===== config.mk =====
export PLATFORM = sky130hd
export DESIGN_NAME = vme_slave_resp
export DESIGN_NICKNAME = d
export VERILOG_FILES = /design/src/rtl/vme_slave_resp.sv
export SDC_FILE = /design/constraint.sdc
export NUM_CORES = 1
export LEC_CHECK = 0
export CAP_MARGIN = 10
export CORE_ASPECT_RATIO = 1.5
export CORE_UTILIZATION = 33
export DETAILED_ROUTE_END_ITERATION = 16
export PLACE_DENSITY_LB_ADDON = 0.05
export SETUP_SLACK_MARGIN = 0.4
export SYNTH_ARGS = -nofsm -noshare
export SYNTH_HDL_FRONTEND = slang
export SYNTH_SLANG_ARGS = --single-unit

===== constraint.sdc =====
create_clock -name CLK -period 6.67 [get_ports CLK]
set_input_delay 2.001 -clock CLK [delete_from_list [all_inputs] [get_ports CLK]]
set_output_delay 2.001 -clock CLK [all_outputs]
set_load 0.02 [all_outputs]

===== src/rtl/vme_slave_resp.sv =====
// VME-style D16 slave responder: synchronises the bus strobes, decodes an A16 register
// block and answers read/write cycles with DTACK_B after a configurable wait.
module vme_slave_resp #(
    parameter logic [15:0] BASE_ADDR = 16'hC000,
    parameter int          NREG      = 4,
    parameter int          WAIT      = 2
) (
    input  logic                    CLK,
    input  logic                    RST,
    input  logic                    AS_B,
    input  logic                    DS_B,
    input  logic                    WRITE_B,
    input  logic [5:0]              AM,
    input  logic [15:0]             A,
    input  logic [15:0]             D_IN,
    output logic [15:0]             D_OUT,
    output logic                    D_OE,
    output logic                    DTACK_B,
    output logic                    WR_STB,
    output logic [$clog2(NREG)-1:0] WR_IDX,
    output logic [16*NREG-1:0]      REG_Q
);

    localparam int IDX_W = $clog2(NREG);

    generate
        if (NREG < 2 || NREG > 16 || (1 << IDX_W) != NREG) begin : g_bad_nreg
            $error("NREG must be a power of two in 2..16");
        end
        if (WAIT < 0 || WAIT > 15) begin : g_bad_wait
            $error("WAIT must be in 0..15");
        end
    endgenerate

    typedef enum logic [2:0] {
        IDLE,
        DECODE,
        WAITST,
        ACK,
        IGNORE
    } state_t;

    state_t            state;
    state_t            state_next;
    logic              as_meta;
    logic              ds_meta;
    logic              as_s;
    logic              ds_s;
    logic [3:0]        cnt;
    logic [3:0]        cnt_next;
    logic [15:1]       a_cap;
    logic [15:0]       d_cap;
    logic [5:0]        am_cap;
    logic              write_b_cap;
    logic              capture;
    logic              ack_entry;
    logic              hit;
    logic [IDX_W-1:0]  idx;
    logic [15:0]       regs [NREG];
    logic              unused_a0;

    // Byte lane select is meaningless on a D16-only slave.
    assign unused_a0 = A[0];

    // Two-flop synchronisers for the asynchronous strobes; idle level is high.
    always_ff @(posedge CLK) begin
        if (RST) begin
            as_meta <= 1'b1;
            ds_meta <= 1'b1;
            as_s    <= 1'b1;
            ds_s    <= 1'b1;
        end else begin
            as_meta <= AS_B;
            ds_meta <= DS_B;
            as_s    <= as_meta;
            ds_s    <= ds_meta;
        end
    end

    // Bus fields are sampled once, when the synchronised strobes first show a cycle.
    always_ff @(posedge CLK) begin
        if (!RST && capture) begin
            a_cap       <= A[15:1];
            am_cap      <= AM;
            write_b_cap <= WRITE_B;
            d_cap       <= D_IN;
        end
    end

    assign hit = ((am_cap == 6'h29) || (am_cap == 6'h2D)) &&
                 (a_cap[15:IDX_W+1] == BASE_ADDR[15:IDX_W+1]);
    assign idx = a_cap[IDX_W:1];

    always_comb begin
        state_next = state;
        cnt_next   = cnt;
        unique case (state)
            IDLE: begin
                if (!as_s && !ds_s) begin
                    state_next = DECODE;
                end
            end
            DECODE: begin
                if (!hit) begin
                    state_next = IGNORE;
                end else if (WAIT == 0) begin
                    state_next = ACK;
                end else begin
                    state_next = WAITST;
                    cnt_next   = 4'(WAIT - 1);
                end
            end
            WAITST: begin
                // Master gave up before we acknowledged: drop the cycle entirely.
                if (as_s || ds_s) begin
                    state_next = IDLE;
                end else if (cnt == 4'd0) begin
                    state_next = ACK;
                end else begin
                    cnt_next = cnt - 4'd1;
                end
            end
            ACK: begin
                if (ds_s) begin
                    state_next = IDLE;
                end
            end
            IGNORE: begin
                if (as_s) begin
                    state_next = IDLE;
                end
            end
            default: begin
                state_next = IDLE;
            end
        endcase
    end

    assign capture   = (state == IDLE) && (state_next == DECODE);
    assign ack_entry = (state != ACK) && (state_next == ACK);

    // The register access happens on ACK entry so data is settled one edge before DTACK_B.
    always_ff @(posedge CLK) begin
        if (RST) begin
            state   <= IDLE;
            cnt     <= 4'd0;
            DTACK_B <= 1'b1;
            D_OE    <= 1'b0;
            D_OUT   <= 16'h0000;
            WR_STB  <= 1'b0;
            WR_IDX  <= '0;
            for (int i = 0; i < NREG; i++) begin
                regs[i] <= 16'h0000;
            end
        end else begin
            state   <= state_next;
            cnt     <= cnt_next;
            DTACK_B <= !((state == ACK) && !ds_s);
            D_OE    <= (state == ACK) && !ds_s && write_b_cap;
            WR_STB  <= ack_entry && !write_b_cap;
            if (ack_entry) begin
                if (write_b_cap) begin
                    D_OUT <= regs[idx];
                end else begin
                    regs[idx] <= d_cap;
                    WR_IDX    <= idx;
                end
            end
        end
    end

    for (genvar g = 0; g < NREG; g++) begin : g_reg_q
        assign REG_Q[16*g +: 16] = regs[g];
    end

endmodule


==> qor.csv <==
metric,value,unit
cpMaxStageDelayCell,nor4b_4,
synth-edff-count,101,
gp_congestion,0.757,
rows,56,
cpMostUsedCell,buf_4,
status,finished clean,
grt_max_degree,37,
grt-ovfl-total,0,
cts_buffers,17,
layout_worst_path_cycle_share,61.4,%
power_leakage,2.51,nW
syn_to_final_growth,38.0,%
finalCriticalPeriod,4.10,ns
ys_ff_latch,133,
drtIter0Drc,116,
routed_wl,13400,um
die_y,157,um
worst_r2r_startpoint,a_cap[4],
fin_ws,2.57,ns
crit_start,RST,
reg2reg_slack,3.46,ns
synth.avg_cell_area,15.0,um^2
finalSetupTns,0,ns
hold_buffers,0,
vias,3348,
synth_area,5290,um^2
min-delay-start,ds_meta,
cp_cell_sequence,clkdlybuf4s50_1 > buf_4 > nor4b_4 > buf_4,
rsz0062_at_grt,false,
die_w,105,um
reg2reg_depth,5,
cts_tree,built,
max_freq,244,MHz
port_buffers,125,
n_fill_cell,1431,
post-cts-setup-buffer-count,0,
fin_skew,0.00909,ns
antenna_cells,0,
cap_violations,0,
cp.arrival,4.17,ns
path_max_fanout,36,
slowest_delay,1.01,ns
dp_slack,2.06,ns
drive_gt1_share,13.7,%
clk_path_buf_depth,2,
wl_per_cell,19.2,um
dp_hpwl,8910,um
max_slew_margin,22.9,%
synth_flop_cell,edfxtp_1,
ioPinCount,128,
hold_depth,1,
antenna_found_initial,0,
crit_required,6.75,ns
finalMaxSlewViolations,0,
syn_inst,353,
cts.htree.levels,4,
drc,0,
seq_area_frac_synth,69.5,%
clk_pin_slew,0.06,ns
core_region_area,15600,um^2
track_usage,17.1,%
ir_worst_vdd,0.140,mV
multiInputGateArea,1510,um^2
reg2reg_to,regs[3][2],
cp_top_family,buffers and inverters,
grt_pass1_vias,3509,
grt_pass1_wl,20500,um
tightest_slew,1.15,ns
synth_nets,398,
critical_path_class,in2reg,
async_flop_share,0,%
hp-class,reg2reg,
vias_per_cell,4.79,
endpoint_kind,register,
cts-root-buf,clkbuf_16,
yosysWarningCount,0,
p_per_area,259,nW/um^2
start_util,33.8,%
critPathLaunchType,input pin,
setup_viol,0,
dr.pass1.iters,4,
dieArea,16500,um^2
worst-path-buf-inv,3,
final-seq-area,3670,um^2
ant_nets,0,
worstSkewPairLatency,0.41,ns
cts_sinks,133,
final_nets,528,
final_hold_viol_count,0,
cts_resized,0,
ys_types,39,
min_delay_worst_endpoint,ds_s,
-- cell families after synthesis --
group	Yosys count	synth area share, %
mux	16	6.82
flops	133	69.5
simple gates	127	15.2
compound gates	48	5.35
fa+ha+maj	2	0.473
buf+inv	25	2.32
xor+xnor	2	0.331
-- synthesized netlist by cell type (all sizes together), types with 7 or more instances --
master    n  area (um^2)
and2     65          407
clkbuf    9         33.8
nor3      7         35.0
inv       7         26.3
edfxtp  101         3030
nand3    17         85.1
dfxtp    32          641
a21oi    21          109
nor2      8         32.5
mux4     16          360
o21ai    20          104
buf       9         62.6
-- report_power, final --
part	internal, mW	switching (mW)	total (mW)
logic	0.0502	0.0432	0.0934
clock network	0.515	0.365	0.881
registers	0.904	0.00982	0.914
total	1.47	0.418	1.89
-- cell type report --
class,count,area share [%]
sequential,133,50.3
multi-input combinational,195,20.6
timing repair buffer,129,17.6
clock buffer,18,5.88
tap,203,3.48
clock inverter,14,1.73
inverter,7,0.360
-- through the flow --
step / area [um^2] / cells / util, % / total power [mW] / hold slack (ns)
after detailed placement: 6740 / 667 / 43.1 / 1.03 / 0.403
after CTS: 7300 / 699 / 46.7 / 1.91 / 0.417
after floorplan: 5290 / 353 / - / 0.964 / 0.389
after global placement: 6740 / 667 / 43.1 / 1.03 / 0.399
final: 7300 / 699 / 46.7 / 1.89 / 0.412
after global routing: 7300 / 699 / 46.7 / 1.95 / 0.435
-- worst register-to-register path: stages (launching register included) --
cell	delay, ns
edfxtp_1	0.36
or4_1	0.58
or3_4	0.37
o21ai_2	0.63
and3_1	0.35
a31o_2	0.55
-- layer usage --
layer	vias up	global-route usage, %	part of all wire (%)
li1	1586	-	-
met1	1654	18.8	39
met2	96	31.3	55
met3	12	4.64	4.9
met4	0	5.97	1.3
met5	-	0	0
-- cells in the final DEF, fill, tap and decap left out, drive strengths merged, types with 2 or more instances in the layout --
master and instances:
nand3 17, or2 4, or3b 2, dfxtp 32, nand2 5, and2 65
or4 3, nor2 8, a21oi 21, clkdlybuf4s50 125, buf 4, edfxtp 101
nand4 3, nor4 6, clkinvlp 3, o21ai 20, ha 2, clkbuf 18
clkinv 6, and3 2, a31o 4, nor3 7, mux4 16, inv 11
-- flip-flops by register name (all words and copies together), names as in the netlist --
name,cells
regs,64
D_OUT,16
WR_IDX,2
as_meta,1
ds_meta,1
as_s,1
d_cap,16
DTACK_B,1
am_cap,5
cnt,4
state,3
ds_s,1
a_cap,15
WR_STB,1
write_b_cap,1
D_OE,1
-- how the worst max path moves through the flow --
stage / endpoint / slack, ns / cells after the start
finish: d_cap[15] / 2.57 / 4
floorplan: a_cap[10] / 1.71 / 3
global route: d_cap[2] / 2.37 / 4
detailed placement: d_cap[10] / 2.06 / 4
CTS: d_cap[2] / 2.50 / 4
global placement: a_cap[1] / 2.14 / 4
No activity file was read; power rests on OpenSTA's default activity.
